==> config.mk <==
export PLATFORM = sky130hd
export DESIGN_NAME = age_queue_sel
export DESIGN_NICKNAME = d
export VERILOG_FILES = /design/src/rtl/age_queue_sel.sv
export SDC_FILE = /design/constraint.sdc
export NUM_CORES = 1
export LEC_CHECK = 0
export CORE_MARGIN = 5
export CORE_UTILIZATION = 35
export DETAILED_ROUTE_END_ITERATION = 7
export PLACE_DENSITY = 0.58
export SLEW_MARGIN = 10
export SYNTH_ARGS = -nofsm -noshare
export SYNTH_HDL_FRONTEND = slang
export SYNTH_SLANG_ARGS = --single-unit
==> constraint.sdc <==
create_clock -name clk -period 9.2 [get_ports clk]
set_clock_uncertainty 0.1 [all_clocks]
set_input_delay 1.84 -clock clk [delete_from_list [all_inputs] [get_ports clk]]
set_output_delay 1.84 -clock clk [all_outputs]
set_load 0.01 [all_outputs]
==> src/rtl/age_queue_sel.sv <==
`default_nettype none
// ============================================================================
// Module  : age_queue_sel
// Brief   : Circular age-ordered queue with wrap-bit pointers, flush, wakeup
//           and registered oldest-ready select.
// Revision: 1.0
// ============================================================================
module age_queue_sel #(
    parameter int DEPTH = 64,
    parameter int PTR_W = 6
) (
    input  logic             clk,
    input  logic             rst,
    input  logic             alloc_vld,
    output logic             alloc_rdy,
    output logic [PTR_W-1:0] alloc_ptr,
    input  logic             wake_vld,
    input  logic [PTR_W-1:0] wake_idx,
    input  logic             issue_ack,
    output logic             sel_vld,
    output logic [PTR_W-1:0] sel_idx,
    input  logic             retire_vld,
    input  logic             flush_vld,
    input  logic [PTR_W-1:0] flush_ptr,
    output logic [DEPTH-1:0] valid_vec,
    output logic [PTR_W:0]   count,
    output logic             empty,
    output logic             full
);

    localparam logic [PTR_W:0] C_PTR_ONE = 1;

    logic [PTR_W:0]   in_ptr_q,  in_ptr_d;
    logic [PTR_W:0]   out_ptr_q, out_ptr_d;
    logic [DEPTH-1:0] valid_q,   valid_d;
    logic [DEPTH-1:0] ready_q,   ready_d;
    logic [DEPTH-1:0] issued_q,  issued_d;
    logic             sel_vld_q, sel_vld_d;
    logic [PTR_W-1:0] sel_idx_q, sel_idx_d;

    logic [PTR_W-1:0] w_in_idx;
    logic [PTR_W-1:0] w_out_idx;
    logic             w_full;
    logic             w_empty;
    logic             w_do_alloc;
    logic             w_do_retire;
    logic             w_do_flush;
    logic             w_flush_wrap;
    logic [DEPTH-1:0] w_clr;
    logic [DEPTH-1:0] w_cand;
    logic [DEPTH-1:0] w_rot;
    logic [PTR_W-1:0] w_first;

    // Distance from the oldest entry; larger means younger.
    function automatic logic [PTR_W-1:0] age_of(input logic [PTR_W-1:0] idx,
                                                 input logic [PTR_W-1:0] base);
        age_of = idx - base;
    endfunction

    assign w_in_idx  = in_ptr_q[PTR_W-1:0];
    assign w_out_idx = out_ptr_q[PTR_W-1:0];
    assign w_empty   = (in_ptr_q == out_ptr_q);
    assign w_full    = (w_in_idx == w_out_idx) && (in_ptr_q[PTR_W] != out_ptr_q[PTR_W]);

    assign w_do_alloc  = alloc_vld & ~w_full & ~flush_vld;
    assign w_do_retire = retire_vld & ~w_empty;
    assign w_do_flush  = flush_vld & valid_q[flush_ptr];
    // The surviving entry sits in the out lap if its index is not below out.
    assign w_flush_wrap = (flush_ptr >= w_out_idx) ? out_ptr_q[PTR_W] : ~out_ptr_q[PTR_W];

    always_comb begin
        in_ptr_d  = in_ptr_q;
        out_ptr_d = out_ptr_q;
        valid_d   = valid_q;
        ready_d   = ready_q;
        issued_d  = issued_q;
        w_clr     = '0;

        if (w_do_flush) begin
            for (int i = 0; i < DEPTH; i++) begin
                if (valid_q[i] && (age_of(PTR_W'(i), w_out_idx) > age_of(flush_ptr, w_out_idx)))
                    w_clr[i] = 1'b1;
            end
        end
        if (w_do_retire)
            w_clr[w_out_idx] = 1'b1;

        if (wake_vld && valid_q[wake_idx])
            ready_d[wake_idx] = 1'b1;
        if (issue_ack && sel_vld_q)
            issued_d[sel_idx_q] = 1'b1;

        // Flush/retire clears override any wake or issue on the same entry.
        valid_d  = valid_d  & ~w_clr;
        ready_d  = ready_d  & ~w_clr;
        issued_d = issued_d & ~w_clr;

        if (w_do_alloc) begin
            valid_d[w_in_idx]  = 1'b1;
            ready_d[w_in_idx]  = 1'b0;
            issued_d[w_in_idx] = 1'b0;
            in_ptr_d           = in_ptr_q + C_PTR_ONE;
        end
        if (w_do_retire)
            out_ptr_d = out_ptr_q + C_PTR_ONE;
        if (w_do_flush)
            in_ptr_d = {w_flush_wrap, flush_ptr} + C_PTR_ONE;
    end

    // Oldest-first pick on next state so sel never names a stale entry.
    always_comb begin
        w_cand  = valid_d & ready_d & ~issued_d;
        w_rot   = '0;
        w_first = '0;
        for (int i = 0; i < DEPTH; i++)
            w_rot[i] = w_cand[PTR_W'(i) + out_ptr_d[PTR_W-1:0]];
        for (int i = DEPTH - 1; i >= 0; i--) begin
            if (w_rot[i])
                w_first = PTR_W'(i);
        end
        sel_vld_d = |w_rot;
        sel_idx_d = w_first + out_ptr_d[PTR_W-1:0];
    end

    always_ff @(posedge clk or posedge rst) begin
        if (rst) begin
            in_ptr_q  <= '0;
            out_ptr_q <= '0;
            valid_q   <= '0;
            ready_q   <= '0;
            issued_q  <= '0;
            sel_vld_q <= 1'b0;
            sel_idx_q <= '0;
        end else begin
            in_ptr_q  <= in_ptr_d;
            out_ptr_q <= out_ptr_d;
            valid_q   <= valid_d;
            ready_q   <= ready_d;
            issued_q  <= issued_d;
            sel_vld_q <= sel_vld_d;
            sel_idx_q <= sel_idx_d;
        end
    end

    assign alloc_rdy = ~w_full;
    assign alloc_ptr = w_in_idx;
    assign sel_vld   = sel_vld_q;
    assign sel_idx   = sel_idx_q;
    assign valid_vec = valid_q;
    assign count     = in_ptr_q - out_ptr_q;
    assign empty     = w_empty;
    assign full      = w_full;

endmodule
`default_nettype wire

# Word-level counts from Yosys, hierarchy flattened
# Index checks and enable logic that the tools add are counted.
totals:
  regBits: 213
  latchBits: 0
  ram_bits: 0
  mem_bits_ro: 0
  inputBits: 19
  out_inout_bits: 87
  elab_cells: 656
  memories: 0
op_classes:
  add_sub_neg: 133
  n_mul: 0
  n_div: 0
  n_lt_le_gt_ge: 138
  eq_ne: 3
  n_shift: 0
  muxes: 279
  bitwise_logic: 22
  n_reduce_logical: 73
ops:
  columns: ["op", "n"]
  rows:
  - ["6-bit by 7-bit less-than comparator with 1-bit output (second input constant)", 69]
  - ["64-bit AND", 7]
  - ["64-bit 2-to-1 mux", 7]
  - ["1-bit binary-select mux with 6-bit select", 66]
  - ["6-bit 2-to-1 mux", 65]
  - ["6-bit greater-than comparator", 64]
  - ["64-bit bitwise OR", 4]
  - ["6-bit adder (first input constant)", 32]
  - ["64-bit inverter", 3]
  - ["6-bit subtractor (first input constant)", 32]
  - ["1-bit 2-to-1 mux", 135]
  - ["5-bit by 6-bit adder with 6-bit output (first input constant)", 16]
  - ["5-bit by 6-bit subtractor with 6-bit output (first input constant)", 16]
  - ["1-bit logical AND", 71]
  - ["64-bit OR reduction", 1]
  - ["4-bit by 6-bit adder with 6-bit output (first input constant)", 8]
  - ["4-bit by 6-bit subtractor with 6-bit output (first input constant)", 8]
  - ["3-bit by 6-bit adder with 6-bit output (first input constant)", 4]
  - ["1-bit demux with 6-bit select", 4]
  - ["6-bit by 1-bit >= comparator with 1-bit output (second input constant)", 4]
  - ["3-bit by 6-bit subtractor with 6-bit output (first input constant)", 4]
  - ["7-bit by 1-bit adder with 7-bit output (second input constant)", 3]
  - ["7-bit 2-to-1 mux", 2]
  - ["2-bit by 6-bit adder with 6-bit output (first input constant)", 2]
  - ["other kinds (13)", 21]

# Longest topological paths before layout
# Gate-level depths: netlist of the first run.
depth:
  ltp_word: 80
  ltp_mapped: 34
  ltp_nobuf: 31

# Worst setup path before layout of the first run
# No wires, ideal clock.
synth_timing:
  path_type: "input -> register"
  start: "input flush_ptr[0]"
  end: "register sel_idx_q[5], in the netlist sel_idx[5]"
  setup_ps: 123
  arrival_ps: 8801
  required_ps: 8977
  slack_ps: 176
  path_stages: 29
  n_path_buf: 0
  cell_sequence: "inv_2 > ha_1 > inv_1 > fa_1 > a211o_1 > nand3_1 > nand2_1 > ha_1 > o2111ai_1 > and3_1 > or4_1 > o21ba_2 > o21a_1 > a22o_1 > mux4_2 > or2_0 > o21a_1 > mux4_2 > or4b_4 > nand2b_1 > o311ai_1 > a211oi_1 > o31ai_1 > ha_1 > a21oi_1 > o21bai_1 > a21oi_1 > xnor2_1 > xnor2_1"
synth_via:
  elab_chain_cells: 80
  word_cells_on_any_way: 405
  classes_between: "add/sub: 2; order compare: 64; mux: 263; bitwise: 12; reduce/logical: 64"
synth_lines:
  columns: ["item", "line_no", "rtl"]
  rows:
  - ["start: declaration", "24", "input logic [PTR_W-1:0] flush_ptr,"]
  - ["6-bit subtractor", "57", "age_of = idx - base;"]
  - ["6-bit greater-than comparator", "81", "if (valid_q[i] && (age_of(PTR_W'(i), w_out_idx) > age_of(flush_ptr, w_out_idx)))"]
  - ["1-bit logical AND", "81", null]
  - ["1-bit 2-to-1 mux", "81", null]
  - ["64-bit 2-to-1 mux *", "79", "if (w_do_flush) begin"]
  - ["64-bit bitwise OR (no line)", null, null]
  - ["64-bit 2-to-1 mux *", "85", "if (w_do_retire)"]
  - ["64-bit inverter *", "95", "ready_d = ready_d & ~w_clr;"]
  - ["[... 3 more ...]", null, null]
  - ["via ready_d[38]", "36", "logic [DEPTH-1:0] ready_q, ready_d;"]
  - ["64-bit AND * (2 in a row)", "112", "w_cand = valid_d & ready_d & ~issued_d;"]
  - ["1-bit binary-select mux with 6-bit select", "116", "w_rot[i] = w_cand[PTR_W'(i) + out_ptr_d[PTR_W-1:0]];"]
  - ["1-bit 2-to-1 mux (not written as such)", "116", null]
  - ["6-bit 2-to-1 mux (63 in a row)", "118", "if (w_rot[i])"]
  - ["6-bit 2-to-1 mux *", "118", null]
  - ["6-bit adder *", "122", "sel_idx_d = w_first + out_ptr_d[PTR_W-1:0];"]
  - ["via sel_idx_d[5]", "39", "logic [PTR_W-1:0] sel_idx_q, sel_idx_d;"]
  - ["end signal: assignment", "141", "sel_idx_q <= sel_idx_d;"]
  - ["end: declaration", "39", null]
# The timed path passes the listed nets; every way through them passes the cells marked *. The select of a mux whose other input is x is not followed.
# A chain may end at the register's enable or synchronous reset.

# Worst setup path in the final report of the first run
layout_timing:
  start: "input flush_ptr[0]"
  end: "register sel_idx_q[4], in the netlist sel_idx[4]"
layout_via:
  elab_chain_cells: 80
  word_cells_on_any_way: 405
  classes_between: "add/sub: 2; order compare: 64; mux: 263; bitwise: 12; reduce/logical: 64"
layout_lines:
  columns: ["item", "line_no"]
  rows:
  - ["6-bit subtractor", "57"]
  - ["6-bit greater-than comparator", "81"]
  - ["1-bit logical AND", "81"]
  - ["1-bit 2-to-1 mux", "81"]
  - ["64-bit 2-to-1 mux *", "79"]
  - ["64-bit bitwise OR (no line)", null]
  - ["64-bit 2-to-1 mux *", "85"]
  - ["64-bit inverter *", "94, 95, 96"]
  - ["[... 3 more ...]", null]
  - ["64-bit AND or 64-bit inverter (tied branches)", "112"]
  - ["64-bit AND *", "112"]
  - ["1-bit binary-select mux with 6-bit select", "116"]
  - ["1-bit 2-to-1 mux (not written as such)", "116"]
  - ["6-bit 2-to-1 mux (63 in a row)", "118"]
  - ["6-bit 2-to-1 mux *", "118"]
  - ["6-bit adder *", "122"]
  - ["via sel_idx_d[4]", "39"]
# Marked as above.

==> summary.md, run 1 <==
| Metric | Value |
|---|---|
| Max_cap viols | `0` |
| Layout cells sized above 1 | `0.2420` |
| First-pass DRT Iterations | `6` |
| IO Port Bufs | `105` |
| CTS sink count | `between 200 and 250` |
| WL per Instance | `~31 um` |
| Synthesized area | `~26000 um^2` |
| Design Area, Final | `around 34000 um^2` |
| GRT Residual Overflow | `0` |
| Global-route wire length before repair | `208400 um` |
| RD Place Congestion | `1.094` |
| Met3 global-route usage | `0.1047` |
| GR peak layer | `met2` |
| Initial antenna violation count | `10` |
| Tightest Pin Transition | `about 1100 ps` |
| Die Ht | `282.3 um` |
| RR Endpoint | `sel_idx[5]` |
| Synth top area share | `0.2053` |
| Min cycle time layout | `a little under 9000 ps` |
| Hold buffers post-CTS | `0` |
| Most frequent cells after synthesis | `292 x nand2_1, 283 x nor2_1, 247 x a21oi_1` |
| Largest net degree at the start of global routing | `about 120` |
| Register bit total from synthesis | `approximately 210` |
| CP max-delay cell | `a21oi_1` |
| # DRC | `0` |
| Setup slack, reg-to-reg | `between 1000 and 1500 ps` |
| Area growth from synthesis to layout | `29.24%` |
| GR Util met2 | `0.5138` |
| CP max FO | `8` |
| Ports | `about 110` |
| Clock transition at path regs | `60 ps` |
| Die Wd | `between 200 and 300 um` |
| Count leader, synth | `nand2_1` |
| Cts bufs inserted | `27` |
| Number of global-route vias before repair | `28560` |
| Vias | `around 31000` |
| Worst reg-to-reg path cell count | `28` |
| DR iter-0 viols | `between 4000 and 5000` |
| Syn Area/Cell | `about 8 um^2` |
| CP arrival | `9330 ps` |
| Class of the worst hold path | `reg2reg` |
| Aggregate global-route resource usage | `0.3586` |
| Max Buffers Root-to-Sink | `3` |
| Register area share after synthesis | `0.2053` |
| Crit end category | `register` |
| Worst path max stage delay | `around 520 ps` |
| Met1 Use GR | `0.4867` |
| Reg2Reg Launch Point | `in_ptr_q[0]` |
| Final net count | `around 4000` |
| Cells after synthesis | `between 3000 and 4000` |
| Top cells by area, synth | `dfrtp_1 21%, mux4_2 8.0%, ha_1 6.3%, a21oi_1 4.8%, xnor2_1 4.3%` |
| Vias per cell | `between 6 and 7` |
| Row count | `just under 100` |
| CP Data Required Time | `between 9000 and 10000 ps` |
| Hpwl dp | `about 120000 um` |
| Startpoint types | `input pin` |
| Routed WL | `around 150000 um` |
| Synth async-reset ratio | `1.000` |
| DIE AREA | `about 80000 um^2` |
| Slew margin rel. | `0.2404` |
| Synth warn | `0` |
| Status | `complete, no violations` |
| Worst skew pair latency | `a little over 600 ps` |
| Number of antenna-violating nets in the routed design | `0` |
| CTS tree | `done` |
| Leading area contributor after synthesis | `dfrtp_1` |
| Fmax | `between 100 and 150 MHz` |
| Starting Density | `0.3546` |
| Fin. Hold Viols | `0` |
| Core area | `73210 um^2` |
| Ys flop type | `dfrtp_1` |
| Setup crit end | `sel_idx[4]` |
| Post-DP Area | `approximately 32000 um^2` |
| Period utilization | `0.9679` |
| Max-slew violations | `0` |
| WS Path Type | `in2reg` |
| Cell variety after synth | `between 100 and 150` |
| Root buf cell | `clkbuf_16` |
| Mapped Nets | `around 3400` |
| Worst setup path startpoint | `flush_ptr[0]` |
| Number of flops mapped to enable cells by yosys | `0` |
| H-Tree Depth | `1` |
| Final setup vio count | `0` |
==> sequential cells by signal (all words and copies together), names as in the netlist <==
signal     count
issued_q      64
ready_q       64
valid_vec     64
in_ptr_q       7
out_ptr_q      7
sel_idx        6
sel_vld        1
==> metal layers <==
layer / wire length, um / vias up
li1: - / 13430
met1: 59950 / 14920
met2: 59580 / 2137
met3: 18610 / 455
met4: 10990 / 8
met5: 56 / -
==> layout by cell type (no fill, tap or decap), types with 31 or more instances in the layout <==
cell / n
buf_4: 621
nand2_1: 291
nor2_1: 282
a21oi_1: 239
dfrtp_1: 213
o21ai_0: 170
ha_1: 130
inv_1: 124
xnor2_1: 120
mux2i_1: 104
clkdlybuf4s50_1: 103
mux4_2: 92
nor3_1: 91
nand3_1: 89
a31oi_1: 55
a21o_1: 54
o211ai_1: 49
o22ai_1: 48
nand2b_1: 44
nor2b_1: 43
a211oi_1: 40
o21a_1: 39
and2_1: 37
nand4_1: 34
or3_1: 34
mux2_2: 31
==> stage by stage <==
| stage | hold WS (ps) | instances | TNS, ps | setup WS, ps | utilization |
|---|---|---|---|---|---|
| finish | 384.0 | 4792 | 0 | 295.4 | 0.4583 |
| global route | 394.6 | 4789 | -61.72 | -40.81 | 0.4582 |
| CTS | 384.8 | 4786 | 0 | 1.809 | 0.4542 |
| detailed placement | 370.6 | 4737 | -2269 | -577.3 | 0.4422 |
| global placement | 362.4 | 4737 | -2039 | -531.1 | 0.4422 |
| floorplan | 345.6 | 3229 | 0 | 175.7 | - |
==> cells by family after synthesis <==
logic type	count (synthesis)	synth area share
AND/OR/NAND/NOR	1108	0.2093
AO/OA/AOI/OAI	1071	0.2824
buffers and inverters	318	0.04998
multiplexers	230	0.1345
flip-flops	213	0.2053
XOR/XNOR	146	0.04926
adder cells (fa/ha/maj)	143	0.06922
==> area by class of cell <==
class	instances	area [um^2]
Tap cell	959	1200
Inverter	133	506.7
Antenna cell	3	7.507
Timing Repair Buffer	737	5923
Clock buffer	40	784.5
Fill cell	7361	39660
Sequential cell	213	5330
Multi-Input combinational cell	2698	19700
Clock inverter	9	93.84
==> worst max-delay path, delay by kind of cell <==
| family | cells | cell delay (ps) |
|---|---|---|
| buffers and inverters | 10 | 1500 |
| AO/OA/AOI/OAI | 11 | 2440 |
| multiplexers | 4 | 1260 |
| XOR/XNOR | 1 | 140 |
| AND/OR/NAND/NOR | 5 | 930 |
| adder cells (fa/ha/maj) | 5 | 1220 |
==> worst min-delay path by stage <==
stage                 start           end  slack (ps)  cells past startpoint
2_1_floorplan  issued_q[60]  issued_q[60]         350                      2
3_3_place_gp   issued_q[18]  issued_q[18]         360                      2
3_5_place_dp    ready_q[51]   ready_q[51]         370                      2
4_1_cts         ready_q[51]   ready_q[51]         380                      2
5_1_grt         ready_q[51]   ready_q[51]         390                      2
6_report       issued_q[18]  issued_q[18]         380                      2
==> repair_timing <==
item | in CTS | in global routing
buffers inserted | 0 | 3
endpoints found under the setup margin | 0 | 5
resized for setup | 0 | 63
Power of run 1 is not shown: default switching activity piles up to over one toggle a cycle in this logic, so the estimate is an artifact.
==> run 2: changes to the inputs <==
- SLEW_MARGIN: 10 -> default
==> results of run 2 <==
Final layout, timing and power as in run 1 (identical DEF).
Power of run 2 is left out for the same reason.
